--- src/rtl/qkt_tile_scheduler.sv ---
// Control FSM for the Qn x Kn^T tiled matmul: walks output tiles and inner blocks,
// drives operand reads, matmul enable/accumulator clear, and hands tiles downstream.
module qkt_tile_scheduler #(
  parameter int unsigned ROW_TILES    = 2,
  parameter int unsigned COL_TILES    = 3,
  parameter int unsigned INNER_BLOCKS = 4,
  parameter int unsigned RD_LAT       = 2,
  parameter int unsigned TIMEOUT      = 1024,
  parameter int unsigned WA_W         = $clog2(ROW_TILES * INNER_BLOCKS),
  parameter int unsigned NA_W         = $clog2(COL_TILES * INNER_BLOCKS),
  parameter int unsigned TR_W         = (ROW_TILES > 1) ? $clog2(ROW_TILES) : 1,
  parameter int unsigned TC_W         = (COL_TILES > 1) ? $clog2(COL_TILES) : 1
) (
  input  logic            clk,
  input  logic            rst,
  input  logic            start,
  output logic            busy,
  output logic            done,
  output logic            error,
  output logic [WA_W-1:0] w_addr,
  output logic [NA_W-1:0] n_addr,
  output logic            rd_en,
  output logic            mm_en,
  output logic            mm_reset_acc,
  input  logic            mm_sys_finish,
  input  logic            mm_acc_done,
  output logic            tile_valid,
  input  logic            tile_ready,
  output logic [TR_W-1:0] tile_row,
  output logic [TC_W-1:0] tile_col
);

  localparam int unsigned KW  = (INNER_BLOCKS > 1) ? $clog2(INNER_BLOCKS) : 1;
  localparam int unsigned LW  = (RD_LAT > 1) ? $clog2(RD_LAT) : 1;
  localparam int unsigned WDW = $clog2(TIMEOUT + 1);

  typedef enum logic [2:0] {
    S_IDLE, S_CLEAR, S_FETCH, S_COMPUTE, S_WAIT_ACC, S_OUT, S_DONE, S_ERR
  } state_t;

  state_t          state_q, state_d;
  logic [TR_W-1:0] row_q, row_d;
  logic [TC_W-1:0] col_q, col_d;
  logic [KW-1:0]   k_q, k_d;
  logic [LW-1:0]   lat_q, lat_d;
  logic [WDW-1:0]  wd_q, wd_d;
  logic            acc_seen_q, acc_seen_d;

  logic            busy_q, done_q, error_q, rd_en_q, mm_en_q, clr_q, valid_q;
  logic [WA_W-1:0] w_addr_q;
  logic [NA_W-1:0] n_addr_q;
  logic [TR_W-1:0] trow_q;
  logic [TC_W-1:0] tcol_q;

  always_comb begin
    state_d    = state_q;
    row_d      = row_q;
    col_d      = col_q;
    k_d        = k_q;
    lat_d      = lat_q;
    wd_d       = wd_q;
    acc_seen_d = acc_seen_q;
    case (state_q)
      S_IDLE: begin
        if (start) begin
          state_d = S_CLEAR;
          row_d   = '0;
          col_d   = '0;
          k_d     = '0;
        end
      end
      S_CLEAR: begin
        wd_d       = '0;
        acc_seen_d = 1'b0;
        lat_d      = '0;
        state_d    = S_FETCH;
      end
      S_FETCH: begin
        if (lat_q == LW'(RD_LAT - 1)) begin
          lat_d   = '0;
          state_d = S_COMPUTE;
        end else begin
          lat_d = lat_q + LW'(1);
        end
      end
      S_COMPUTE: begin
        wd_d = wd_q + WDW'(1);
        if (mm_acc_done) acc_seen_d = 1'b1;
        if (wd_d == WDW'(TIMEOUT)) begin
          state_d = S_ERR;
        end else if (mm_sys_finish) begin
          if (k_q == KW'(INNER_BLOCKS - 1)) begin
            k_d     = '0;
            state_d = S_WAIT_ACC;
          end else begin
            k_d     = k_q + KW'(1);
            state_d = S_FETCH;
          end
        end
      end
      S_WAIT_ACC: begin
        wd_d = wd_q + WDW'(1);
        if (mm_acc_done) acc_seen_d = 1'b1;
        // acc_done may already have been latched during COMPUTE, or arrive now
        if (wd_d == WDW'(TIMEOUT)) state_d = S_ERR;
        else if (acc_seen_q || mm_acc_done) state_d = S_OUT;
      end
      S_OUT: begin
        if (tile_ready) begin
          if (col_q != TC_W'(COL_TILES - 1)) begin
            col_d   = col_q + TC_W'(1);
            state_d = S_CLEAR;
          end else if (row_q != TR_W'(ROW_TILES - 1)) begin
            col_d   = '0;
            row_d   = row_q + TR_W'(1);
            state_d = S_CLEAR;
          end else begin
            state_d = S_DONE;
          end
        end
      end
      S_DONE:  state_d = S_IDLE;
      S_ERR:   state_d = S_ERR;
      default: state_d = S_IDLE;
    endcase
  end

  // Outputs are registered from the next-state values so they align with the state.
  always_ff @(posedge clk) begin
    if (rst) begin
      state_q    <= S_IDLE;
      row_q      <= '0;
      col_q      <= '0;
      k_q        <= '0;
      lat_q      <= '0;
      wd_q       <= '0;
      acc_seen_q <= 1'b0;
      busy_q     <= 1'b0;
      done_q     <= 1'b0;
      error_q    <= 1'b0;
      rd_en_q    <= 1'b0;
      mm_en_q    <= 1'b0;
      clr_q      <= 1'b0;
      valid_q    <= 1'b0;
      w_addr_q   <= '0;
      n_addr_q   <= '0;
      trow_q     <= '0;
      tcol_q     <= '0;
    end else begin
      state_q    <= state_d;
      row_q      <= row_d;
      col_q      <= col_d;
      k_q        <= k_d;
      lat_q      <= lat_d;
      wd_q       <= wd_d;
      acc_seen_q <= acc_seen_d;
      busy_q     <= (state_d != S_IDLE) && (state_d != S_ERR);
      done_q     <= (state_d == S_DONE);
      error_q    <= (state_d == S_ERR);
      rd_en_q    <= (state_d == S_FETCH) && (lat_d == '0);
      mm_en_q    <= (state_d == S_COMPUTE);
      clr_q      <= (state_d == S_CLEAR);
      valid_q    <= (state_d == S_OUT);
      if (state_d == S_FETCH || state_d == S_COMPUTE) begin
        w_addr_q <= WA_W'(32'(row_d) * INNER_BLOCKS + 32'(k_d));
        n_addr_q <= NA_W'(32'(col_d) * INNER_BLOCKS + 32'(k_d));
      end else begin
        w_addr_q <= '0;
        n_addr_q <= '0;
      end
      trow_q     <= (state_d == S_OUT) ? row_d : '0;
      tcol_q     <= (state_d == S_OUT) ? col_d : '0;
    end
  end

  assign busy         = busy_q;
  assign done         = done_q;
  assign error        = error_q;
  assign rd_en        = rd_en_q;
  assign mm_en        = mm_en_q;
  assign mm_reset_acc = clr_q;
  assign tile_valid   = valid_q;
  assign w_addr       = w_addr_q;
  assign n_addr       = n_addr_q;
  assign tile_row     = trow_q;
  assign tile_col     = tcol_q;

endmodule
--- config.mk ---
export PLATFORM = sky130hd
export DESIGN_NAME = qkt_tile_scheduler
export DESIGN_NICKNAME = d
export VERILOG_FILES = /design/src/rtl/qkt_tile_scheduler.sv
export SDC_FILE = /design/constraint.sdc
export NUM_CORES = 1
export LEC_CHECK = 0
export ABC_AREA = 1
export ABC_CLOCK_PERIOD_IN_PS = 2350
export CORE_UTILIZATION = 55
export CTS_BUF_LIST = sky130_fd_sc_hd__clkbuf_16
export DETAILED_ROUTE_END_ITERATION = 10
export MAX_ROUTING_LAYER = met4
export PLACE_DENSITY = 0.79
export SYNTH_ARGS = -nofsm -noshare
export SYNTH_HDL_FRONTEND = slang
export SYNTH_SLANG_ARGS = --single-unit
--- constraint.sdc ---
create_clock -name clk -period 2.35 [get_ports clk]
set_clock_uncertainty 0.2 [all_clocks]
set_input_delay 0.47 -clock clk [delete_from_list [all_inputs] [get_ports clk]]
set_output_delay 0.47 -clock clk [all_outputs]
set_load 0.05 [all_outputs]
==> Word-level counts from Yosys, hierarchy flattened <==
Index checks and enable logic that the tools add are counted.
{ "word_totals": {"reg_bits": 38, "inputBits": 6, "output_inout_bits": 17, "wordCells": 88} }
{ "classes": {"addsub": 7, "eq_ne": 18, "n_mux": 31, "bitwise_logic": 3, "reduce_logical": 11} }
{ "ops": {"columns": ["cell", "n"], "rows": [
  ["two-way mux 3 bit", 10],
  ["one-hot mux 3 bit (8 select lines)", 1],
  ["one-hot mux 11 bit (2 select lines)", 1],
  ["equality test 3 bit (second input constant)", 7],
  ["two-way mux 2 bit", 8],
  ["equality test 3 x 2 -> 1 bit (second input constant)", 4],
  ["adder 11 x 1 -> 11 bit (second input constant)", 1],
  ["equality test 11 bit (second input constant)", 1],
  ["one-hot mux 2 bit (2 select lines)", 2],
  ["equality test 3 x 1 -> 1 bit (second input constant)", 2],
  ["two-way mux 1 bit", 6],
  ["one-hot mux 1 bit (2 select lines)", 3],
  ["OR reduction 2 bit", 3],
  ["adder 2 x 1 -> 2 bit (second input constant)", 2],
  ["adder 4 x 2 -> 4 bit", 1],
  ["adder 3 x 2 -> 3 bit", 1],
  ["logical NOT 3 bit", 1],
  ["!= test 3 bit (second input constant)", 1],
  ["inverter 1 bit", 3],
  ["nonzero test 3 bit", 1],
  ["adder 1 bit (second input constant)", 2],
  ["equality test 2 bit (second input constant)", 1],
  ["logical AND 1 bit", 2],
  ["logical OR 1 bit", 2],
  ["other kinds (4)", 4]
]} }

==> Depth between registers and ports, before layout <==
Gate-level depths: netlist of the first run.
{ "logic_depth": {"depth_word": 9, "depth_mapped": 16, "mapped_depth_nobuf": 15} }

==> Worst setup path before layout of the first run <==
No wires, ideal clock.
{ "synth_timing": {"path_type": "reg2reg", "from": "register wd_q[0]", "to": "register busy_q, in the netlist busy", "setup_time_ns": 0.112, "arrival_time_ns": 1.724, "t_required_ns": 2.038, "slack_ns": 0.314, "stages_incl_launch_ff": 15, "n_path_buf": 0, "synth_period_minus_slack_ns": 2.036, "path_cell_list": "dfxtp_1 ha_1 nand3_4 nor2_4 nand2_2 nand2_1 nand2_1 nor2_2 nand3_2 nand2_1 nand2_1 nand3_1 nand3_1 nand2_1 nand2_1"} }
{ "synth_via": {"elab_chain_len": 6, "elab_cells_between_ends": 8, "cone_classes": "add/sub: 1; eq/ne: 2; mux: 3; reduce/logical: 2"} }
{ "synth_rtl": {"columns": ["item", "line_no", "text"], "rows": [
  ["start: declaration", "46", "logic [WDW-1:0] wd_q, wd_d;"],
  ["start signal: assignment", "155", "wd_q <= wd_d;"],
  ["adder 11 x 1 -> 11 bit (*)", "87, 102", null],
  ["equality test 11 bit (*)", "89, 105", null],
  ["two-way mux 3 bit (on tied branches)", "105, 89", null],
  ["one-hot mux 3 bit (8 select lines) (*)", "63", "case (state_q)"],
  ["!= test 3 bit or nonzero test 3 bit (tied branches)", "157", "busy_q <= (state_d != S_IDLE) && (state_d != S_ERR);"],
  ["logical AND 1 bit (*)", "157", null],
  ["end signal: assignment", "157", null],
  ["end: declaration", "49", "logic busy_q, done_q, error_q, rd_en_q, mm_en_q, clr_q, valid_q;"]
]} }
Mark *: on every way between the ends. The rest lies on a longest branch, timed or not.
A chain may end at the register's enable or synchronous reset.

==> Worst setup path in the final report of the first run <==
Same ends and word-level chain as after synthesis.

==> impl_results.md, run 1 <==
- Initial Utilization: 0.584
- Number of global-route vias before repair: 1,625
- Port Buffers: 22
- Reg clk slew, reported paths: 0.05 ns
- GP Congestion: 0.839
- Post-Synthesis Cell Area: 1980 um^2
- Period minus WS final: 2.12 ns
- Met3 Track Usage GR: 0.0642
- DRC violations left: 0
- Total GRT Usage: 0.252
- Maximum vdd drop: 0.510 mV
- Unique masters post-synth: 32
- RSZ-0062 raised after global routing: false
- Clock root buffer: clkbuf_16
- Most common cell after layout, fill and taps aside: nand2_1
- Synth Instances: 284
- Worst R2R End: busy
- Met1 Track Usage GR: 0.303
- Worst min-delay path endpoint: acc_seen_q
- Remaining antenna violation count: 0
- Synth Area per Inst: 6.97 um^2
- WHS Path Cells: 2
- Critical R2R Launch: wd_q[0]
- Vias per std cell: 5.06
- R2r setup slk: 0.23 ns
- Detailed placement HPWL: 3130 um
- Final Setup Violations: 0
- Global-route wire length before repair: 6870 um
- Number of diodes: 0
- Final worst path period share: 0.904
- TritonCTS clock tree: done
- Syn-to-layout area delta: 24.1%
- Clock latency on the worst-skew pair: 0.28 ns
- Chip Width: 62.0 um
- Pins Over Slew Limit: 0
- Type of the worst min-delay path: register to register
- Startpoint types: register
- IO Count: 23
- Fmax: 471 MHz
- Min Hold Slack: 0.294 ns
- Drt first pass iters: 4
- Overall Power: 0.00173 W
- Worst EP arrival: 2.10 ns
- H-tree levels: 2
- Register area share after synthesis: 0.364
- Drt first-iter violations: 115
- Vias after detailed routing: 1,828
- Commonest cells after routing, fill and taps aside: 80 x nand2_1, 35 x dfxtp_1, 34 x inv_1
- Yosys reg bits: 36
- Crit path capture type: register
- CTS Sinks: 36
- Final Worst Setup Slack: 0.226 ns
- Count of nets after finishing: 323
- TNS Setup: 0 ns
- DIE HEIGHT: 62.0 um
- Cts hold-fix bufs: 0
- Core region area: 3390 um^2
- Largest net degree at the start of global routing: 13
- Final hold violations: 0
- Avg WL per Cell: 11.6 um
- Initial antenna violation count: 0
- Share of layout cells above drive strength 1: 0.184
- FF-to-FF path depth: 14
- WP data required: 2.32 ns
- Total gr overflow: 0
- Max_slew headroom: 0.653
- Die ar.: 3850 um^2
- Syn_nets: 293
- Setup slack at placement: 0.0471 ns
- Synth Warn #: 0
- Max-cap viol count: 0
- Least-Margin Pin Slew: 0.519 ns
- Outcome: finished, final reports clean
- Clk buf depth: 2
- Worst Setup Path Type: register to register
- LEAKAGE: 1.02 nW
- Cts bufs inserted: 5
- Worst-path fanout max: 6
- DRT Wirelength: 4170 um
- Min-Delay Startpoint: acc_seen_q
- Busiest layer in global routing: met2
- FP Rows: 21
- Met2 usage: 0.397
- P per Cell Area: 704 nW/um^2
-- power breakdown --
| group | internal, W | switching (W) | leakage (nW) |
|---|---|---|---|
| sequential | 0.000638 | 0.0000170 | 0.292 |
| combinational | 0.000110 | 0.000235 | 0.643 |
| clock | 0.000494 | 0.000237 | 0.0850 |
-- flip-flops by register name, indices dropped and copies added, names as in the netlist, 2 cells and up --
register / count
col_q: 2
k_q: 2
n_addr: 2
state_q: 3
tile_col: 2
w_addr: 3
wd_q: 11
-- metrics by stage --
step / util / std cells / area (um^2)
floorplan: - / 284 / 1980
global placement: 0.673 / 353 / 2280
detailed placement: 0.673 / 353 / 2280
CTS: 0.721 / 361 / 2440
global route: 0.725 / 361 / 2460
finish: 0.725 / 361 / 2460
-- synth_stat cells (all sizes together) --
master   number  area, um^2
a211oi        1        7.51
a21oi        13        65.1
a22oi         1        7.51
buf           4        27.5
clkbuf        3        11.3
dfxtp        36         721
ha            3        37.5
inv          34         128
nand2        96         415
nand3        23         163
nand4         2        12.5
nor2         42         200
nor3          7        66.3
nor3b         2        20.0
o2111ai       1        8.76
o211ai        1        7.51
o21ai        12        63.8
o22ai         2        12.5
or2           1        6.26
-- critical path, cell delays in order, from the launching register on --
cell and delay, ns:
dfxtp_1 0.38, ha_4 0.20, nand3_4 0.09, nor2_4 0.21, nand2_2 0.07, nand2_1 0.06, nand2_1 0.06, nor2_2 0.10
nand3_2 0.12, nand2_1 0.08, nand2_1 0.06, nand3_1 0.16, nand3_1 0.12, nand2_1 0.08, nand2_1 0.05
-- cell type report --
type / instances / area (um^2)
clock inverters: 3 / 38.8
inverters: 34 / 128
clock buffers: 5 / 125
flip-flops and latches: 36 / 722
fillers: 275 / 932
multi-input cells: 207 / 1110
repair buffers: 30 / 280
well taps: 46 / 57.6
-- worst max-delay path by stage --
| stage | from | endpoint | depth (start not counted) |
|---|---|---|---|
| 5_1_grt | wd_q[0] | busy | 14 |
| 6_report | wd_q[0] | busy | 14 |
| 3_3_place_gp | tile_ready | tile_row | 8 |
| 4_1_cts | wd_q[0] | busy | 14 |
| 3_5_place_dp | tile_ready | mm_reset_acc | 8 |
| 2_1_floorplan | wd_q[0] | busy | 14 |
-- layer usage --
| layer | share of wire | wire [um] | vias up |
|---|---|---|---|
| met5 | 0 | 0 | - |
| li1 | - | - | 958 |
| met2 | 0.46 | 1920 | 32 |
| met1 | 0.48 | 2020 | 831 |
| met4 | 0.019 | 78 | 0 |
| met3 | 0.038 | 158 | 7 |
-- logic make-up after synthesis --
logic type / synth area share
simple gates: 0.446
fa+ha+maj: 0.0190
compound gates: 0.0872
flops: 0.364
buf+inv: 0.0840
-- repair_timing --
| action | 4_1_cts | 5_1_grt |
|---|---|---|
| resized for setup | 0 | 3 |
| endpoints found under the setup margin | 0 | 12 |
| hold endpoints to repair | 0 | 0 |
| setup buffers | 0 | 0 |
Power figures use the tool's default switching activity.
==> inputs of run 2 (changes only) <==
- ABC_CLOCK_PERIOD_IN_PS: 2350 -> 1700
- CORE_UTILIZATION: 55 -> 50
- PLACE_DENSITY: 0.79 -> 0.75
- clock period: 2.35 -> 1.7 ns (I/O delays scaled with it)
==> impl_results.md, run 2 (synthesis gave the netlist of run 1 again) <==
- Worst-path fanout max: 6 (unchanged)
- Startpoint types: register
- Number of diodes: 0 (unchanged)
- Max incr delay on CP: 0.37 ns (about the same)
- Area after DPL: 2730 um^2 (+20%)
- Critical R2R Launch: wd_q[1]
- Clk buf depth: 2 (unchanged)
- Buf+Inv Stages, Crit Path: 0 (unchanged)
- Final hold violations: 0 (unchanged)
- Worst R2R End: mm_reset_acc
- Maximum vdd drop: 0.792 mV (+55%)
- TritonCTS clock tree: done
- Least-Margin Pin Slew: 0.575 ns (+0.0563 ns)
- Clock root buffer: clkbuf_16
- LEAKAGE: 1.33 nW (+30%)
- Clock latency on the worst-skew pair: 0.28 ns (about the same)
- WP data required: 1.70 ns (-0.62 ns)
- Min-Delay Startpoint: acc_seen_q
- Most common cell after layout, fill and taps aside: nand2_1
- TNS Setup: -8.13 ns (-8.13 ns)
- Worst EP arrival: 2.19 ns (+0.09 ns)
- Fmax: 458 MHz (-2.7%)
- Slowest-stage cell, CP: dfxtp_4
- Outcome: complete, but fails checks
- Type of the worst min-delay path: register to register
- Pins Over Slew Limit: 0 (unchanged)
- Vias per std cell: 5.43 (+7.3%)
- Reg clk slew, reported paths: 0.05 ns (about the same)
- Final worst path period share: 1.28 (+0.380)
- Max reg flops: 11 (unchanged)
- Max_slew headroom: 0.613 (-0.0405)
- Final Worst Setup Slack: -0.483 ns (-0.709 ns)
- Violated checks: setup timing
- Vias after detailed routing: 2,195 (+20%)
- Syn-to-layout area delta: 55.9%
- Count of nets after finishing: 364 (+13%)
- IO Count: 23 (unchanged)
- Largest net degree at the start of global routing: 13 (unchanged)
- CP top delay family: simple AND/OR/NAND/NOR gates
- Initial antenna violation count: 0 (unchanged)
- Drt first pass iters: 5 (+1)
- Number of global-route vias before repair: 1,938 (+19%)
- Initial Utilization: 0.529 (-0.0553)
- GP Congestion: 0.910 (+8.5%)
- WHS Path Cells: 2 (unchanged)
- Crit path capture type: register
- Global-route wire length before repair: 8800 um (+28%)
- Final Setup Violations: 29 (+29)
- Chip Width: 64.9 um (+4.7%)
- Critical path cell sequence: ha_4 -> nand3_4 -> nor2_4 -> nand3_1 -> nand2_2 -> nor2_2 -> nand3_2 -> nand2_2 -> nand2_2 -> nand2_1 -> nor2_4 -> nand3_4 -> nor3_2
- Biggest register: wd_q
- Share of layout cells above drive strength 1: 0.433 (+0.248)
- Finished Cell Area: 3090 um^2 (+26%)
- R2r setup slk: -0.48 ns (-0.71 ns)
- CP dominant cell by count: nand2_2
- H-tree levels: 2 (unchanged)
- RSZ-0062 raised after global routing: true
- Worst min-delay path endpoint: acc_seen_q
- Detailed placement HPWL: 3830 um (+22%)
- Total GRT Usage: 0.282 (+0.0305)
- Max-cap viol count: 0 (unchanged)
- Worst Setup Path Type: register to register
- Commonest cells after routing, fill and taps aside: 71 x nand2_1, 45 x buf_4, 31 x dfxtp_1
- P per Cell Area: 828 nW/um^2 (+18%)
- DRC violations left: 0 (unchanged)
- FP Rows: 22 (+4.8%)
- DIE HEIGHT: 64.9 um (+4.7%)
- Total gr overflow: 0 (unchanged)
- Fin util: 0.825 (+0.0999)
- Die ar.: 4220 um^2 (+9.7%)
- Drt first-iter violations: 187 (+63%)
- Overall Power: 0.00256 W (+48%)
- Port Buffers: 22 (unchanged)
- Avg WL per Cell: 15.5 um (+34%)
- FF-to-FF path depth: 13 (-1)
- Core region area: 3740 um^2 (+10%)
- Remaining antenna violation count: 0 (unchanged)
- Period minus WS final: 2.18 ns (+0.0593 ns)
- Cts bufs inserted: 5 (unchanged)
- CTS Sinks: 36 (unchanged)
- DRT Wirelength: 6260 um (+50%)
==> run 2: routing by layer <==
layer / wire length (um) / vias to the layer above / global-route usage / part of all wire
li1: - / 1036 / - / -
met1: 2390 / 997 / 0.329 / 0.38
met2: 3160 / 131 / 0.475 / 0.50
met3: 463 / 31 / 0.0493 / 0.074
met4: 250 / 0 / 0.117 / 0.040
met5: 0 / - / - / 0
==> run 2: area by class of cell <==
class | count | area, um^2
multi-input cells | 208 | 1270
repair buffers | 70 | 758
flip-flops and latches | 36 | 732
fillers | 222 | 656
inverters | 34 | 128
clock buffers | 5 | 125
well taps | 48 | 60.1
clock inverters | 3 | 18.8
==> run 2: timing repair <==
item                       CTS  global route
gates resized for setup      8            41
setup buffers                2             3
hold buffers                 0             0
hold endpoints to repair     0             0
setup endpoints to repair   31            35
gates cloned                 0             2
pin swaps                    4            23
==> run 2: metrics by stage <==
stage,hold slack (ns),worst slack (ns),std cells
3_3_place_gp,0.274,-0.512,389
5_1_grt,0.305,-0.599,404
4_1_cts,0.288,-0.401,399
6_report,0.295,-0.483,404
2_1_floorplan,0.241,-0.165,284
3_5_place_dp,0.283,-0.499,389
==> run 2: worst max path at each step <==
stage	cells after the start	from	end	slack (ns)
2_1_floorplan	14	wd_q[0]	busy	-0.17
3_3_place_gp	8	tile_ready	mm_reset_acc	-0.51
5_1_grt	13	wd_q[1]	mm_reset_acc	-0.60
4_1_cts	13	wd_q[0]	mm_reset_acc	-0.40
3_5_place_dp	8	tile_ready	mm_reset_acc	-0.50
6_report	13	wd_q[1]	mm_reset_acc	-0.48
==> run 2: power breakdown <==
group | internal [W] | switching (W) | total (W)
combinational | 0.000298 | 0.000444 | 0.000742
sequential | 0.000881 | 0.0000468 | 0.000928
clock | 0.000539 | 0.000349 | 0.000888
==> run 2: worst min-delay path, cell delays in order, from the launching register on <==
cell	delay, ns
dfxtp_1	0.32
nand2_1	0.07
a21oi_1	0.06
